## src/rtl/mipi_csi_rx_packet_ctrl_pkg.sv

```systemverilog
// Shared constants and types for the CSI-2 RX packet controller:
// data-type codes, data-ID field positions and the packet FSM states.
package mipi_csi_rx_pkg;

  localparam logic [5:0] DT_FS         = 6'h00;
  localparam logic [5:0] DT_FE         = 6'h01;
  localparam logic [5:0] DT_LS         = 6'h02;
  localparam logic [5:0] DT_LE         = 6'h03;
  localparam logic [5:0] SHORT_PKT_MAX = 6'h0F;

  localparam int DI_VC_MSB = 7;
  localparam int DI_VC_LSB = 6;
  localparam int DI_DT_MSB = 5;
  localparam int DI_DT_LSB = 0;

  typedef enum logic [1:0] {
    ST_WAIT_HDR = 2'd0,
    ST_PAYLOAD  = 2'd1,
    ST_CRC_WAIT = 2'd2,
    ST_SKIP     = 2'd3
  } pkt_state_e;

  function automatic logic is_short_dt(input logic [5:0] dt);
    return dt <= SHORT_PKT_MAX;
  endfunction

endpackage

```

## src/rtl/mipi_csi_rx_sat_counter.sv

```systemverilog
// Saturating up-counter: increments on inc_i, sticks at all-ones,
// clears only on reset.
module mipi_csi_rx_sat_counter #(
  parameter int W = 16
) (
  input  logic         clk_i,
  input  logic         reset_i,
  input  logic         inc_i,
  output logic [W-1:0] count_o
);

  logic [W-1:0] count_q;

  always_ff @(posedge clk_i) begin
    if (reset_i) begin
      count_q <= '0;
    end else if (inc_i && (count_q != '1)) begin
      count_q <= count_q + W'(1);
    end
  end

  assign count_o = count_q;

endmodule

```

## src/rtl/mipi_csi_rx_packet_ctrl.sv

```systemverilog
// CSI-2 RX packet sequencer: header decode, payload gating, frame/line tracking
// and error reporting. Define MIPI_CSI_RX_PKT_TIMEOUT_EN to add a progress watchdog.
module mipi_csi_rx_packet_ctrl
  import mipi_csi_rx_pkg::*;
#(
  parameter int ERR_CNT_W      = 16,
  parameter int TIMEOUT_CYCLES = 4096
) (
  input  logic                 clk_i,
  input  logic                 reset_i,
  input  logic                 enable_i,
  input  logic [2:0]           active_lanes_i,
  input  logic [1:0]           vc_select_i,
  input  logic                 hdr_valid_i,
  input  logic [7:0]           hdr_data_id_i,
  input  logic [15:0]          hdr_word_count_i,
  input  logic                 hdr_ecc_err_i,
  input  logic                 hdr_ecc_corr_i,
  input  logic                 payload_valid_i,
  input  logic [2:0]           payload_bytes_i,
  input  logic                 crc_done_i,
  input  logic                 crc_err_i,
  input  logic                 eot_i,
  output logic                 payload_en_o,
  output logic                 payload_last_o,
  output logic [5:0]           pixel_dt_o,
  output logic                 frame_valid_o,
  output logic                 line_valid_o,
  output logic [15:0]          frame_num_o,
  output logic [15:0]          line_num_o,
  output logic                 pkt_done_o,
  output logic                 err_ecc_o,
  output logic                 err_crc_o,
  output logic                 err_sync_o,
  output logic                 err_trunc_o,
  output logic [ERR_CNT_W-1:0] err_ecc_cnt_o,
  output logic [ERR_CNT_W-1:0] err_crc_cnt_o
);

  pkt_state_e  state_q, state_d;
  logic [15:0] remaining_q, remaining_d;
  logic [5:0]  dt_q, dt_d;
  logic        frame_valid_q, frame_valid_d;
  logic        line_valid_q, line_valid_d;
  logic [15:0] frame_num_q, frame_num_d;
  logic [15:0] line_num_q, line_num_d;
  logic        pkt_done_q, pkt_done_d;
  logic        err_ecc_q, err_ecc_d;
  logic        err_crc_q, err_crc_d;
  logic        err_sync_q, err_sync_d;
  logic        err_trunc_q, err_trunc_d;
  logic        ecc_inc, crc_inc, last_beat;

  logic [1:0]  hdr_vc;
  logic [5:0]  hdr_dt;
  logic [2:0]  beat_bytes;
  logic        beat_final;

  assign hdr_vc     = hdr_data_id_i[DI_VC_MSB:DI_VC_LSB];
  assign hdr_dt     = hdr_data_id_i[DI_DT_MSB:DI_DT_LSB];
  // A beat can never carry more bytes than there are active lanes.
  assign beat_bytes = (payload_bytes_i > active_lanes_i) ? active_lanes_i : payload_bytes_i;
  assign beat_final = ({13'd0, beat_bytes} >= remaining_q);

`ifdef MIPI_CSI_RX_PKT_TIMEOUT_EN
  logic [31:0] wd_q, wd_d;
`endif

  always_comb begin
    state_d       = state_q;
    remaining_d   = remaining_q;
    dt_d          = dt_q;
    frame_valid_d = frame_valid_q;
    line_valid_d  = line_valid_q;
    frame_num_d   = frame_num_q;
    line_num_d    = line_num_q;
    pkt_done_d    = 1'b0;
    err_ecc_d     = 1'b0;
    err_crc_d     = 1'b0;
    err_sync_d    = 1'b0;
    err_trunc_d   = 1'b0;
    ecc_inc       = 1'b0;
    crc_inc       = 1'b0;
    last_beat     = 1'b0;

    if (!enable_i) begin
      state_d = ST_WAIT_HDR;
    end else begin
      unique case (state_q)
        ST_WAIT_HDR: begin
          if (hdr_valid_i) begin
            ecc_inc = hdr_ecc_err_i | hdr_ecc_corr_i;
            if (hdr_ecc_err_i) begin
              err_ecc_d = 1'b1;
              state_d   = ST_SKIP;
            end else if (hdr_vc != vc_select_i) begin
              if (!is_short_dt(hdr_dt)) state_d = ST_SKIP;
            end else if (is_short_dt(hdr_dt)) begin
              if (hdr_dt == DT_FS) begin
                err_sync_d    = frame_valid_q;
                frame_valid_d = 1'b1;
                frame_num_d   = hdr_word_count_i;
                line_num_d    = '0;
              end else if (hdr_dt == DT_FE) begin
                err_sync_d    = !frame_valid_q;
                frame_valid_d = 1'b0;
                line_valid_d  = 1'b0;
              end else if (hdr_dt == DT_LS) begin
                if (frame_valid_q) line_valid_d = 1'b1;
                else               err_sync_d   = 1'b1;
              end else if (hdr_dt == DT_LE) begin
                line_valid_d = 1'b0;
              end
            end else begin
              remaining_d = hdr_word_count_i;
              dt_d        = hdr_dt;
              state_d     = (hdr_word_count_i == '0) ? ST_CRC_WAIT : ST_PAYLOAD;
            end
          end
        end
        ST_PAYLOAD: begin
          // A truncating eot wins over a beat arriving in the same cycle.
          if (eot_i) begin
            err_trunc_d  = 1'b1;
            line_valid_d = 1'b0;
            state_d      = ST_WAIT_HDR;
          end else if (payload_valid_i) begin
            if (beat_final) begin
              last_beat   = 1'b1;
              remaining_d = '0;
              state_d     = ST_CRC_WAIT;
            end else begin
              remaining_d = remaining_q - {13'd0, beat_bytes};
            end
          end
        end
        ST_CRC_WAIT: begin
          if (eot_i) begin
            err_trunc_d  = 1'b1;
            line_valid_d = 1'b0;
            state_d      = ST_WAIT_HDR;
          end else if (crc_done_i) begin
            pkt_done_d = 1'b1;
            err_crc_d  = crc_err_i;
            crc_inc    = crc_err_i;
            if (frame_valid_q) line_num_d = line_num_q + 16'd1;
            state_d    = ST_WAIT_HDR;
          end
        end
        ST_SKIP: begin
          if (eot_i) state_d = ST_WAIT_HDR;
        end
        default: state_d = ST_WAIT_HDR;
      endcase
    end

`ifdef MIPI_CSI_RX_PKT_TIMEOUT_EN
    wd_d = '0;
    if (enable_i && (state_q != ST_WAIT_HDR) && (state_d != ST_WAIT_HDR) &&
        !payload_valid_i && !crc_done_i) begin
      if (wd_q >= 32'(TIMEOUT_CYCLES - 1)) begin
        err_trunc_d  = 1'b1;
        line_valid_d = 1'b0;
        state_d      = ST_WAIT_HDR;
      end else begin
        wd_d = wd_q + 32'd1;
      end
    end
`endif
  end

  always_ff @(posedge clk_i) begin
    if (reset_i) begin
      state_q       <= ST_WAIT_HDR;
      remaining_q   <= '0;
      dt_q          <= '0;
      frame_valid_q <= 1'b0;
      line_valid_q  <= 1'b0;
      frame_num_q   <= '0;
      line_num_q    <= '0;
      pkt_done_q    <= 1'b0;
      err_ecc_q     <= 1'b0;
      err_crc_q     <= 1'b0;
      err_sync_q    <= 1'b0;
      err_trunc_q   <= 1'b0;
    end else begin
      state_q       <= state_d;
      remaining_q   <= remaining_d;
      dt_q          <= dt_d;
      frame_valid_q <= frame_valid_d;
      line_valid_q  <= line_valid_d;
      frame_num_q   <= frame_num_d;
      line_num_q    <= line_num_d;
      pkt_done_q    <= pkt_done_d;
      err_ecc_q     <= err_ecc_d;
      err_crc_q     <= err_crc_d;
      err_sync_q    <= err_sync_d;
      err_trunc_q   <= err_trunc_d;
    end
  end

`ifdef MIPI_CSI_RX_PKT_TIMEOUT_EN
  always_ff @(posedge clk_i) begin
    if (reset_i) wd_q <= '0;
    else         wd_q <= wd_d;
  end
`endif

  mipi_csi_rx_sat_counter #(.W(ERR_CNT_W)) u_ecc_cnt (
    .clk_i   (clk_i),
    .reset_i (reset_i),
    .inc_i   (ecc_inc),
    .count_o (err_ecc_cnt_o)
  );

  mipi_csi_rx_sat_counter #(.W(ERR_CNT_W)) u_crc_cnt (
    .clk_i   (clk_i),
    .reset_i (reset_i),
    .inc_i   (crc_inc),
    .count_o (err_crc_cnt_o)
  );

  assign payload_en_o   = enable_i && (state_q == ST_PAYLOAD);
  assign payload_last_o = last_beat;
  assign pixel_dt_o     = dt_q;
  assign frame_valid_o  = frame_valid_q;
  assign line_valid_o   = line_valid_q;
  assign frame_num_o    = frame_num_q;
  assign line_num_o     = line_num_q;
  assign pkt_done_o     = pkt_done_q;
  assign err_ecc_o      = err_ecc_q;
  assign err_crc_o      = err_crc_q;
  assign err_sync_o     = err_sync_q;
  assign err_trunc_o    = err_trunc_q;

endmodule

```

## config.mk

```make
export PLATFORM = sky130hd
export DESIGN_NAME = mipi_csi_rx_packet_ctrl
export DESIGN_NICKNAME = d
export VERILOG_FILES = /design/src/rtl/mipi_csi_rx_packet_ctrl_pkg.sv /design/src/rtl/mipi_csi_rx_sat_counter.sv /design/src/rtl/mipi_csi_rx_packet_ctrl.sv
export SDC_FILE = /design/constraint.sdc
export NUM_CORES = 1
export LEC_CHECK = 0
export ABC_CLOCK_PERIOD_IN_PS = 5200
export BUFFER_PORTS_ARGS = -buffer_cell sky130_fd_sc_hd__buf_2
export CAP_MARGIN = 5
export CORE_MARGIN = 2
export CORE_UTILIZATION = 40
export DETAILED_ROUTE_END_ITERATION = 8
export PLACE_DENSITY_LB_ADDON = 0.3
export SLEW_MARGIN = 40
export SYNTH_ARGS = -nofsm -noshare
export SYNTH_HDL_FRONTEND = slang
export SYNTH_SLANG_ARGS = --single-unit
```

## constraint.sdc

```tcl
create_clock -name clk_i -period 5.2 [get_ports clk_i]
set_clock_uncertainty 0.2 [all_clocks]
set_input_delay 1.3 -clock clk_i [delete_from_list [all_inputs] [get_ports clk_i]]
set_output_delay 1.3 -clock clk_i [all_outputs]
set_load 0.01 [all_outputs]
```

=== Word level (Yosys, flattened, before mapping) ===
Cells that the tools add are included.

* Bits in registers: 95
* Logic and storage cells: 146
* Input bits: 42
* Output and inout port bits: 79

* Add/sub/neg operators: 4
* Bitwise operators: 9
* Equal/unequal tests: 29
* Reductions and logical operators: 24
* Magnitude comparators: 3
* Muxes and demuxes: 63

{| class="wikitable"
|+ Operator list
! kind !! number
|-
| $mux W16 || 15
|-
| $pmux W16 S2 || 2
|-
| $add A16 B1 Y16 const B || 3
|-
| $ne A16 B16 Y1 const B || 2
|-
| $mux W1 || 31
|-
| $ne A2 B2 Y1 const B || 13
|-
| $mux W2 || 12
|-
| $reduce_and A10 Y1 || 2
|-
| $ge A3 B16 Y1 || 1
|-
| $logic_not A16 Y1 || 1
|-
| $sub A16 B3 Y16 || 1
|-
| $reduce_and A7 Y1 || 2
|-
| $eq A6 B2 Y1 const B || 2
|-
| $ne A3 B3 Y1 const B || 4
|-
| $reduce_and A6 Y1 || 2
|-
| $ne A4 B4 Y1 const B || 2
|-
| $not A1 Y1 || 8
|-
| $pmux W2 S4 || 1
|-
| $reduce_and A8 Y1 || 1
|-
| $reduce_bool A2 Y1 || 4
|-
| $reduce_or A4 Y1 || 2
|-
| $reduce_or A7 Y1 || 1
|-
| $eq A6 B1 Y1 const B || 1
|-
| $le A6 B4 Y1 const B || 1
|-
| 14 further kinds || 18
|}

=== Longest topological paths before layout ===
Gate-level depths: netlist (run 1).

* Depth after elaboration: 10
* Mapped depth: 15
* Mapped depth without buffers: 14

=== By module ===
A second synthesis (run 1) with hierarchy kept.

* Cells, all modules: 624
* Area, all modules: 5222.5 sq um

{| class="wikitable"
|+ Modules (own cells, without submodules)
! module !! seq. area each (sq um) !! area each (sq um) !! cells an instance !! times used
|-
| mipi_csi_rx_packet_ctrl || 1261.2 || 3525.9 || 426 || 1
|-
| mipi_csi_rx_sat_counter || 320.3 || 848.3 || 99 || 2
|}

=== Worst setup path before layout (run 1) ===
Ideal clock, no wire load.

* Path kind: in2out
* Start: in active_lanes_i[1]
* End: out payload_last_o
* Stages on the path: 12
* Required time: 3700 ps
* Data arrival time: 3597 ps
* Path slack: 103 ps
* Cell sequence: inv_1 ha_1 a21o_1 a21oi_1 a31oi_1 mux2_2 ha_1 fa_1 nor2b_1 o21ai_1 nand3_1 nor4_1

* Cells in the longest elaborated chain, start to end: 8

{| class="wikitable"
|+ Ends and longest elaborated chain
! element !! RTL line !! source
|-
| start: declaration || mipi_csi_rx_packet_ctrl.sv:12 || <nowiki>input logic [2:0] active_lanes_i,</nowiki>
|-
| $gt A3 B3 Y1 || mipi_csi_rx_packet_ctrl.sv:62 || <nowiki>assign beat_bytes = (payload_bytes_i > active_lanes_i) ? active_lanes_i : payload_bytes_i;</nowiki>
|-
| $mux W3 (*) || mipi_csi_rx_packet_ctrl.sv:62 ||
|-
| $ge A3 B16 Y1 (*) || mipi_csi_rx_packet_ctrl.sv:63 || <nowiki>assign beat_final = ({13'd0, beat_bytes} >= remaining_q);</nowiki>
|-
| $mux W1 (*) || mipi_csi_rx_packet_ctrl.sv:128 || <nowiki>if (beat_final) begin</nowiki>
|-
| $mux W1 (*) || mipi_csi_rx_packet_ctrl.sv:127 || <nowiki>end else if (payload_valid_i) begin</nowiki>
|-
| $mux W1 (*) || mipi_csi_rx_packet_ctrl.sv:123 || <nowiki>if (eot_i) begin</nowiki>
|-
| $mux W1 (*) || mipi_csi_rx_packet_ctrl.sv:89 || <nowiki>unique case (state_q)</nowiki>
|-
| $mux W1 (*) || mipi_csi_rx_packet_ctrl.sv:86 || <nowiki>if (!enable_i) begin</nowiki>
|-
| end: declaration || mipi_csi_rx_packet_ctrl.sv:25 || <nowiki>output logic payload_last_o,</nowiki>
|}

Mark *: on every way between the ends. The rest lies on a longest branch, timed or not.

=== Worst setup path after layout (run 1) ===
Same ends and word-level chain as after synthesis.

==> impl_metrics.tcl, run 1 <==
set metrics [dict create \
    result_of_the_run "completed" \
    dpl.hpwl_mm 11.1 \
    synthesis.instances 625 \
    floorplan.die_area_sq_um 13900 \
    globalplace.congestion 0.899 \
    die_height_um 118 \
    crit_cells 14 \
    crit_required_ns 3.70 \
    drt_wl_total_mm 15.1 \
    root_buffer "sky130_fd_sc_hd__clkbuf_16" \
    global_route_overflow 0 \
    max_slew_violations 0 \
    timing.fmax_ghz 0.197 \
    route.vias.total 5214 \
    crit_path_top_delay_cell "sky130_fd_sc_hd__mux2_2" \
    gr-usage-all-layers 0.218 \
    setup_viol 0 \
    placement_rows 41 \
    post_synth_edffs 0 \
    setup.worst_path.start_class "input pin" \
    first_pass_iters 5 \
    post-synth-top-area-cell "sky130_fd_sc_hd__dfxtp_1" \
    crit_fanout 3 \
    cellPowerDensity_nw_per_um2 319 \
    drive_gt1_frac 0.228 \
    cts_made_buffers 9 \
    cts_num_sinks 95 \
    p_total_mw 2.04 \
    reg2regPathDepth 7 \
    fill_count 1246 \
    min_period_ns 5.09 \
    post_drt_wl_per_cell_um 16.4 \
    post_dp_cell_area_sq_um 5970 \
    drtIter0Drc 411 \
    critPathKind "input pin to output pin" \
    total_area_of_multi_input_combinational_cells_sq_um 3130 \
    slew-limit-headroom 0.507 \
    initial_utilization 0.411 \
    asyncSetResetFlopFracSynth 0 \
    post_synth_instance_area_sq_um 5190 \
    timing.critical_path.max_delay_family "adder cells" \
    grt_antenna_before_repair 1 \
    tightest_slew_ns 0.729 \
    slowest_delay_ns 0.37 \
    timing.hold.worst.class "flip-flop to flip-flop" \
    coreArea_sq_um 12600 \
    critPathCaptureType "output pin" \
    viasPerCell 5.67 \
    path_clk_slew_ns 0.06 \
    worst_hold_path.num_cells 2 \
    crit_arrival_ns 3.59 \
    area_growth_syn_to_layout_pct 23.1 \
    io_buffers 120 \
    die_width_um 118 \
    clk-insertion-delay-late_ns 0.35 \
    min_period_over_period 0.978 \
    path_cells "buf_2 > inv_1 > ha_4 > a21o_1 > a21oi_1 > a31oi_1 > mux2_2 > ha_2 > fa_2 > nor2b_2 > o21ai_1 > nand3_1 > nor4_2 > buf_2" \
    critPathBufInv 3 \
    power.static_leakage_nw 2.61 \
    nets 798 \
    drcViolationCount 0 \
    yosys.area.top_type_share 0.367 \
    drtAntennaViolNets 0 \
    max-cap-violations 0 \
    synth-seq-area-share 0.367 \
    postSynth.topFlopCell "sky130_fd_sc_hd__dfxtp_1" \
    number_of_synthesized_register_bits 95 \
    post_synth.cell_area_avg_sq_um 8.30 \
    maximum_number_of_pins_on_one_net_before_global_route_repair 61 \
    path_common_cell "sky130_fd_sc_hd__buf_2" \
    mappedNetlistNets 682 \
    final_design_area_no_fill_sq_um 6380 \
    worst_setup_sp "active_lanes_i[1]" \
    grt_pass1_wl_mm 24.7 \
    area.sequential_sq_um 1900 \
    h-tree-depth 3 \
    most_area_consuming_cells_after_synthesis "sky130_fd_sc_hd__dfxtp_1, sky130_fd_sc_hd__mux2i_1, sky130_fd_sc_hd__nand2_1, sky130_fd_sc_hd__a21oi_1, sky130_fd_sc_hd__nand3_1" \
    synth.yosys.warnings 0 \
    timing_hold_violations_final 0 \
    hold_path.startpoint "frame_num_o[13]" \
    ctsLongestPathBuffers 2 \
    netlist-cell-type-count 65 \
    cts_tree "done" \
    number_of_global_route_vias_before_repair 4952 \
    irDropWorstVdd_mv 0.148 \
    design.portCount 121 \
    critical_path.reg2reg.startpoint "state_q[1]" \
]
## stage by stage
stage | util | setup TNS, ns | hold WS (ns) | std cells | setup slack (ns)
finish | 0.506 | 0 | 0.258 | 919 | 0.112
global route | 0.506 | -0.00667 | 0.275 | 919 | -0.00667
CTS | 0.503 | 0 | 0.263 | 916 | 0.0263
detailed placement | 0.473 | -0.0574 | 0.254 | 899 | -0.0574
global placement | 0.472 | 0 | 0.243 | 899 | 0.0928
floorplan | - | 0 | 0.246 | 625 | 0.103
## cells in the mapped netlist (7+ instances only)
cell type,count
sky130_fd_sc_hd__dfxtp_1,95
sky130_fd_sc_hd__nand2_1,66
sky130_fd_sc_hd__a21oi_1,45
sky130_fd_sc_hd__nor2_1,45
sky130_fd_sc_hd__nand3_1,44
sky130_fd_sc_hd__mux2i_1,25
sky130_fd_sc_hd__nor3_1,22
sky130_fd_sc_hd__inv_1,20
sky130_fd_sc_hd__clkbuf_1,19
sky130_fd_sc_hd__nor4_1,18
sky130_fd_sc_hd__o21ai_0,16
sky130_fd_sc_hd__nand4_1,15
sky130_fd_sc_hd__xor2_1,15
sky130_fd_sc_hd__ha_1,14
sky130_fd_sc_hd__xnor2_1,14
sky130_fd_sc_hd__nand2b_1,11
sky130_fd_sc_hd__and3_1,9
sky130_fd_sc_hd__or3_1,9
sky130_fd_sc_hd__o32ai_1,8
sky130_fd_sc_hd__and2_1,7
sky130_fd_sc_hd__and4_1,7
## worst register-to-register path, stage by stage (launching register included)
cell,delay [ns]
sky130_fd_sc_hd__dfxtp_1,0.34
sky130_fd_sc_hd__inv_1,0.12
sky130_fd_sc_hd__ha_1,0.43
sky130_fd_sc_hd__inv_1,0.20
sky130_fd_sc_hd__o211a_1,0.33
sky130_fd_sc_hd__a21oi_2,0.60
sky130_fd_sc_hd__nor3_1,0.19
sky130_fd_sc_hd__mux2i_1,0.17
## per-layer routing
metal	global-route usage	up-vias	part of all wire
li1	-	2523	-
met1	0.291	2469	0.46
met2	0.337	192	0.45
met3	0.0431	30	0.064
met4	0.106	0	0.029
met5	0	-	0
## kinds of logic after synthesis
family	after synthesis	synth area share
compound gates	122	0.159
xor+xnor	29	0.0490
fa+ha+maj	15	0.0376
buf+inv	49	0.0398
flops	95	0.367
mux	27	0.0526
simple gates	288	0.296
## path summary, 6_finish.rpt
check,end,slack [ns]
max,payload_last_o,0.11
min,frame_num_o[13],0.26
max reg2reg,line_num_o[9],2.50
min reg2reg,frame_num_o[13],0.26
## cell usage in the layout, fill, tap and decap left out, types with 15 or more instances in the layout
master	synthesis	routed
sky130_fd_sc_hd__nor3_1	22	22
sky130_fd_sc_hd__a21oi_1	45	44
sky130_fd_sc_hd__nor2_1	45	45
sky130_fd_sc_hd__mux2i_1	25	25
sky130_fd_sc_hd__o21ai_0	16	16
sky130_fd_sc_hd__dfxtp_1	95	95
sky130_fd_sc_hd__nand3_1	44	43
sky130_fd_sc_hd__buf_2	3	120
sky130_fd_sc_hd__inv_1	20	20
sky130_fd_sc_hd__nand4_1	15	15
sky130_fd_sc_hd__nand2_1	66	66
sky130_fd_sc_hd__xor2_1	15	15
## what timing repair did
item / 4_1_cts / 5_1_grt
hold buffers: 0 / 0
setup endpoints to repair: 1 / 1
setup buffers: 1 / 2
gates resized for setup: 3 / 2
pin swaps: 0 / 4
## registers in the layout, indices dropped and copies added (netlist names), 2 cells and up
register,flops
pixel_dt_o,6
line_num_o,16
remaining_q,16
state_q,2
frame_num_o,16
u_crc_cnt.count_o,16
u_ecc_cnt.count_o,16
## report_power, final
group / switching [mW] / internal (mW)
combinational: 0.293 / 0.187
sequential: 0.0213 / 0.750
clock: 0.288 / 0.496
## layout make-up
cell class              instances  area share
repair buffers                133       0.109
clock buffers                  11      0.0396
diodes                          1    0.000392
inverters                      21      0.0123
clock inverters                 5      0.0163
multi-input cells             481       0.490
flip-flops and latches         95       0.298
well taps                     172      0.0337
No activity file was read; power rests on OpenSTA's default activity.
==> run 2: changes to the inputs <==
--- a/config.mk
+++ b/config.mk
@@ -12,6 +12,7 @@
 export CORE_UTILIZATION = 40
 export DETAILED_ROUTE_END_ITERATION = 8
 export PLACE_DENSITY_LB_ADDON = 0.3
+export SETUP_SLACK_MARGIN = 0.2
 export SLEW_MARGIN = 40
 export SYNTH_ARGS = -nofsm -noshare
 export SYNTH_HDL_FRONTEND = slang
==> impl_metrics.tcl, run 2 (synthesized netlist as in run 1, its figures left out) <==
set metrics [dict create \
    result_of_the_run "completed" \
    maximum_number_of_pins_on_one_net_before_global_route_repair 67 \
    crit_fanout 2 \
    power.static_leakage_nw 2.62 \
    first_pass_iters 5 \
    setup_viol 0 \
    worst_setup_path_endpoint "payload_last_o" \
    most-common-layout-cells "sky130_fd_sc_hd__buf_2, sky130_fd_sc_hd__dfxtp_1, sky130_fd_sc_hd__nand2_1" \
    critical_path.reg2reg.startpoint "state_q[0]" \
    nets 802 \
    timing.fmax_ghz 0.201 \
    drtAntennaViolNets 0 \
    total_area_of_multi_input_combinational_cells_sq_um 3190 \
    floorplan.die_area_sq_um 13900 \
    worst_setup_sp "active_lanes_i[2]" \
    ctsLongestPathBuffers 2 \
    cts_num_sinks 95 \
    post_dp_cell_area_sq_um 6000 \
    global_route_overflow 0 \
    drt_wl_total_mm 15.3 \
    dpl.hpwl_mm 11.0 \
    area_growth_syn_to_layout_pct 24.1 \
    path_clk_slew_ns 0.06 \
    grt_use_met3 0.0441 \
    coreArea_sq_um 12600 \
    io_buffers 120 \
    drive_gt1_frac 0.239 \
    fill_count 1267 \
    min_period_ns 4.97 \
    root_buffer "sky130_fd_sc_hd__clkbuf_16" \
    p_total_mw 1.96 \
    drtIter0Drc 403 \
    cts_tree "done" \
    slew-limit-headroom 0.480 \
    use_met1 0.285 \
    worst_hold_path.num_cells 2 \
    gr-usage-all-layers 0.215 \
    timing.rr.end "line_num_o[9]" \
    placement_rows 41 \
    crit_arrival_ns 3.47 \
    critPathCaptureType "output pin" \
    timing.hold.worst.class "flip-flop to flip-flop" \
    design.portCount 121 \
    globalplace.congestion 0.954 \
    die_height_um 118 \
    min_period_over_period 0.955 \
    timing_hold_violations_final 0 \
    number_of_global_route_vias_before_repair 4905 \
    cellPowerDensity_nw_per_um2 305 \
    crit_required_ns 3.70 \
    max-cap-violations 0 \
    route.vias.total 5212 \
    use_met2 0.337 \
    clk-insertion-delay-late_ns 0.35 \
    viasPerCell 5.65 \
    ff2ff_setup_slack_ns 2.55 \
    critPathKind "input pin to output pin" \
    commonest_non_fill_non_tap_cell_in_the_layout "sky130_fd_sc_hd__buf_2" \
    post_drt_wl_per_cell_um 16.6 \
    area.sequential_sq_um 1900 \
    irDropWorstVdd_mv 0.170 \
    h-tree-depth 3 \
    drcViolationCount 0 \
    final_design_area_no_fill_sq_um 6440 \
    cts_made_buffers 9 \
    tightest_slew_ns 0.770 \
    global_route.peak_usage_layer "met2" \
    rsz0062_at_grt "yes" \
    grt_pass1_wl_mm 24.5 \
    utilization 0.510 \
    hold_path.startpoint "frame_num_o[1]" \
    setup.worst_path.start_class "input pin" \
    reg2regPathDepth 7 \
    max_slew_violations 0 \
    die_width_um 118 \
    initial_utilization 0.411 \
    grt_antenna_before_repair 2 \
]
==> run 2: cell types whose count changed in the layout (fill, tap and decap cells not counted), moves of 2 or more <==
cell,change
sky130_fd_sc_hd__buf_4,+4
sky130_fd_sc_hd__buf_2,-2
sky130_fd_sc_hd__buf_8,+2
sky130_fd_sc_hd__bufinv_16,-2
sky130_fd_sc_hd__ha_4,+2
sky130_fd_sc_hd__inv_1,-2
sky130_fd_sc_hd__mux2_2,-2
sky130_fd_sc_hd__mux2_4,+2
==> run 2: per-layer routing <==
metal  part of all wire  routed length [um]  vias to the layer above
met4              0.028                 424                        0
met5                  0                   0                        -
met1               0.46                7040                     2452
met3              0.059                 902                       34
li1                   -                   -                     2532
met2               0.45                6950                      194
==> run 2: how the worst min path moves through the flow <==
stage          slack (ns)             end
2_1_floorplan        0.25  remaining_q[0]
3_3_place_gp         0.24   pixel_dt_o[5]
3_5_place_dp         0.25  frame_num_o[2]
4_1_cts              0.26  frame_num_o[2]
5_1_grt              0.28   pixel_dt_o[4]
6_report             0.26  frame_num_o[1]
==> run 2: power by group <==
group	switching, mW	internal (mW)	total (mW)
registers	0.0217	0.750	0.771
clock network	0.288	0.396	0.684
logic	0.303	0.201	0.505
total	0.613	1.35	1.96
==> run 2: cell type report <==
class | count | share of cell area
antenna | 2 | 0.000778
clock buffer | 12 | 0.0399
clock inverter | 3 | 0.00661
inverter | 21 | 0.0126
multi-input combinational | 481 | 0.495
sequential | 95 | 0.295
tap | 172 | 0.0334
timing repair buffer | 137 | 0.116
==> run 2: stage by stage <==
step	worst slack, ns	hold WS, ns	setup TNS (ns)	cells
after floorplan	0.234	0.246	0	625
after global placement	0.0253	0.241	0	900
after detailed placement	-0.141	0.247	-0.141	900
after CTS	0.200	0.258	0	918
after global routing	0.136	0.276	0	923
final	0.232	0.257	0	923
==> run 2: critical path, stage by stage <==
cell and delay (ns):
sky130_fd_sc_hd__buf_2 0.11, sky130_fd_sc_hd__inv_1 0.06, sky130_fd_sc_hd__ha_1 0.32, sky130_fd_sc_hd__a21oi_2 0.07
sky130_fd_sc_hd__a31oi_2 0.22, sky130_fd_sc_hd__mux2_4 0.35, sky130_fd_sc_hd__ha_4 0.17, sky130_fd_sc_hd__fa_2 0.37
sky130_fd_sc_hd__nor2b_4 0.14, sky130_fd_sc_hd__o21ai_2 0.08, sky130_fd_sc_hd__nand3_2 0.10, sky130_fd_sc_hd__nor4_2 0.04
sky130_fd_sc_hd__buf_2 0.15
==> run 2: what timing repair did <==
item / CTS / global route
pin swaps: 4 / 7
setup buffers: 3 / 3
endpoints found under the hold margin: 0 / 0
hold buffers: 0 / 0
resized for setup: 9 / 12
setup endpoints to repair: 1 / 1
==> run 3: changes to the inputs <==
--- a/config.mk
+++ b/config.mk
@@ -5,6 +5,7 @@
 export SDC_FILE = /design/constraint.sdc
 export NUM_CORES = 1
 export LEC_CHECK = 0
+export ABC_AREA = 1
 export ABC_CLOCK_PERIOD_IN_PS = 5200
 export BUFFER_PORTS_ARGS = -buffer_cell sky130_fd_sc_hd__buf_2
 export CAP_MARGIN = 5
==> impl_metrics.tcl, run 3 <==
set metrics [dict create \
    gr-usage-all-layers 0.197 \
    grt_pass1_wl_mm 25.6 \
    rsz0062_at_grt "no" \
    maximum_number_of_pins_on_one_net_before_global_route_repair 47 \
    irDropWorstVdd_mv 0.166 \
    max-cap-violations 0 \
    crit_required_ns 3.70 \
    viasPerCell 4.83 \
    grt_antenna_before_repair 0 \
    result_of_the_run "completed" \
    min_period_ns 4.91 \
    asyncSetResetFlopFracSynth 0 \
    post_synth_instance_area_sq_um 5800 \
    global_route_overflow 0 \
    min_period_over_period 0.945 \
    root_buffer "sky130_fd_sc_hd__clkbuf_16" \
    tightest_slew_ns 0.688 \
    post_synth_edffs 0 \
    setup_viol 0 \
    io_buffers 120 \
    drtIter0Drc 437 \
    p_sw_mw 0.490 \
    die_height_um 124 \
    initial_utilization 0.404 \
    reg2regPathDepth 12 \
    timing_hold_violations_final 0 \
    finish.cell_count_without_fillers 1235 \
    post_drt_wl_per_cell_um 12.1 \
    postSynth.topFlopCell "sky130_fd_sc_hd__dfxtp_1" \
    crit_arrival_ns 3.41 \
    nets 1104 \
    cellPowerDensity_nw_per_um2 245 \
    timing.fmax_ghz 0.204 \
    area_growth_syn_to_layout_pct 18.8 \
    fill_count 1499 \
    critPathCaptureType "output pin" \
    total_area_of_multi_input_combinational_cells_sq_um 3400 \
    number_of_global_route_vias_before_repair 5502 \
    clk-insertion-delay-late_ns 0.35 \
    synth.yosys.warnings 0 \
    worst_hold_path.num_cells 2 \
    power_switching_share 0.290 \
    floorplan.die_area_sq_um 15500 \
    dp_worst_setup_slack_ns 0.110 \
    max_slew_violations 0 \
    finalSetupTns_ns 0 \
    placedCellCount 1216 \
    cts_num_sinks 95 \
    crit_fanout 4 \
    setup.worst_path.start_class "input pin" \
    commonest_non_fill_non_tap_cell_in_the_layout "sky130_fd_sc_hd__nand2_1" \
    mappedNetlistNets 987 \
    power.static_leakage_nw 3.17 \
    route.vias.total 5959 \
    synthesis.instances 930 \
    ctsLongestPathBuffers 2 \
    yosys.cell_count.top_type "sky130_fd_sc_hd__nand2_1" \
    area.sequential_sq_um 1900 \
    cts_tree "done" \
    h-tree-depth 3 \
    dpl.hpwl_mm 10.9 \
    placement_rows 44 \
    most-common-layout-cells "sky130_fd_sc_hd__nand2_1, sky130_fd_sc_hd__nor2_1, sky130_fd_sc_hd__buf_2" \
    timing.hold.worst.class "flip-flop to flip-flop" \
    globalplace.congestion 0.879 \
    drtAntennaViolNets 0 \
    power.share.combinational 0.180 \
    post-synth-top-area-cell "sky130_fd_sc_hd__dfxtp_1" \
    ys_top_cells_by_count "sky130_fd_sc_hd__nand2_1, sky130_fd_sc_hd__nor2_1, sky130_fd_sc_hd__inv_1, sky130_fd_sc_hd__dfxtp_1, sky130_fd_sc_hd__a21oi_1" \
    antenna-diode-count 0 \
    slew-limit-headroom 0.540 \
    first_pass_iters 5 \
    cts_made_buffers 9 \
    p_int_mw 1.20 \
    die_width_um 124 \
    drt_wl_total_mm 15.0 \
    synth-seq-area-share 0.328 \
    critPathKind "input pin to output pin" \
    netlist-cell-type-count 39 \
    drive_gt1_frac 0.169 \
    drcViolationCount 0 \
    design.portCount 121 \
    coreArea_sq_um 14400 \
    sequentialPowerShare 0.445 \
    min_setup_slack_post_route_ns 0.288 \
    number_of_synthesized_register_bits 95 \
    yosys.area.top_type_share 0.328 \
    path_clk_slew_ns 0.06 \
    share_clk_of_total_power 0.375 \
    most_area_consuming_cells_after_synthesis "sky130_fd_sc_hd__dfxtp_1, sky130_fd_sc_hd__nand2_1, sky130_fd_sc_hd__nor2_1, sky130_fd_sc_hd__inv_1, sky130_fd_sc_hd__a21oi_1" \
    post_synth.cell_area_avg_sq_um 6.24 \
]
-- run 3: cell types whose count changed after synthesis, sizes merged, moves of 11 or more --
| cell | before | now |
|---|---|---|
| o21ai | 18 | 48 |
| nor4 | 19 | 1 |
| mux2i | 25 | 0 |
| nor3 | 23 | 11 |
| nor2 | 45 | 173 |
| nand2 | 66 | 264 |
| nand2b | 11 | 0 |
| a21oi | 45 | 71 |
| inv | 20 | 113 |
-- run 3: routing by layer --
layer,routed length [um],vias to the layer above,track usage
li1,-,3165,-
met1,6890,2685,0.247
met2,7400,93,0.343
met3,469,16,0.0399
met4,215,0,0.0568
met5,0,-,0
-- run 3: critical path, stage by stage --
cell and delay (ns):
sky130_fd_sc_hd__buf_2 0.08, sky130_fd_sc_hd__inv_1 0.06, sky130_fd_sc_hd__ha_4 0.28, sky130_fd_sc_hd__nand2_1 0.06, sky130_fd_sc_hd__o21ai_2 0.20, sky130_fd_sc_hd__nand2_2 0.12, sky130_fd_sc_hd__a21oi_2 0.14, sky130_fd_sc_hd__ha_2 0.21
sky130_fd_sc_hd__fa_2 0.22, sky130_fd_sc_hd__inv_1 0.04, sky130_fd_sc_hd__nand2_1 0.06, sky130_fd_sc_hd__nand2_2 0.06, sky130_fd_sc_hd__o21ai_2 0.06, sky130_fd_sc_hd__nand3_2 0.14, sky130_fd_sc_hd__nor4_2 0.23, sky130_fd_sc_hd__buf_2 0.17
-- run 3: power groups by stage --
stage | Clock (mW) | Sequential (mW) | Combinational (mW)
floorplan | 0 | 0.767 | 0.206
global placement | 0 | 0.768 | 0.277
detailed placement | 0 | 0.768 | 0.280
CTS | 0.656 | 0.752 | 0.282
global route | 0.680 | 0.753 | 0.350
finish | 0.634 | 0.752 | 0.304
-- run 3: through the flow --
| step | power, mW | util | instance area (sq um) | hold slack [ns] |
|---|---|---|---|---|
| 2_1_floorplan | 0.973 | - | 5800 | 0.261 |
| 3_3_place_gp | 1.05 | 0.454 | 6520 | 0.230 |
| 3_5_place_dp | 1.05 | 0.454 | 6520 | 0.232 |
| 4_1_cts | 1.69 | 0.474 | 6800 | 0.242 |
| 5_1_grt | 1.78 | 0.480 | 6900 | 0.265 |
| 6_report | 1.69 | 0.480 | 6900 | 0.241 |
-- run 3: cell type report --
type / instances / area share
well taps: 184 / 0.0334
repair buffers: 128 / 0.0958
flip-flops and latches: 95 / 0.276
inverters: 114 / 0.0624
multi-input cells: 699 / 0.493
clock inverters: 2 / 0.00236
clock buffers: 13 / 0.0377
-- run 3: kinds of logic (layout without fill, tap and decap cells) --
group	Yosys count	in the layout	share of synthesized area
simple gates	526	526	0.379
buf+inv	136	257	0.0983
compound gates	124	124	0.110
flops	95	95	0.328
xor+xnor	34	34	0.0513
fa+ha+maj	15	15	0.0336
-- run 3: final timing paths --
| kind | start | end | slack (ns) |
|---|---|---|---|
| setup / recovery | active_lanes_i[2] | payload_last_o | 0.29 |
| hold / removal | frame_num_o[7] | frame_num_o[7] | 0.24 |
| setup reg to reg | state_q[0] | line_num_o[15] | 2.79 |
| hold reg to reg | frame_num_o[7] | frame_num_o[7] | 0.24 |
-- run 3: timing repair --
action	CTS	global route
hold buffers	0	0
endpoints found under the setup margin	1	1
resized for setup	2	14
cloned	0	0
pin swaps	0	9
buffers inserted	0	4
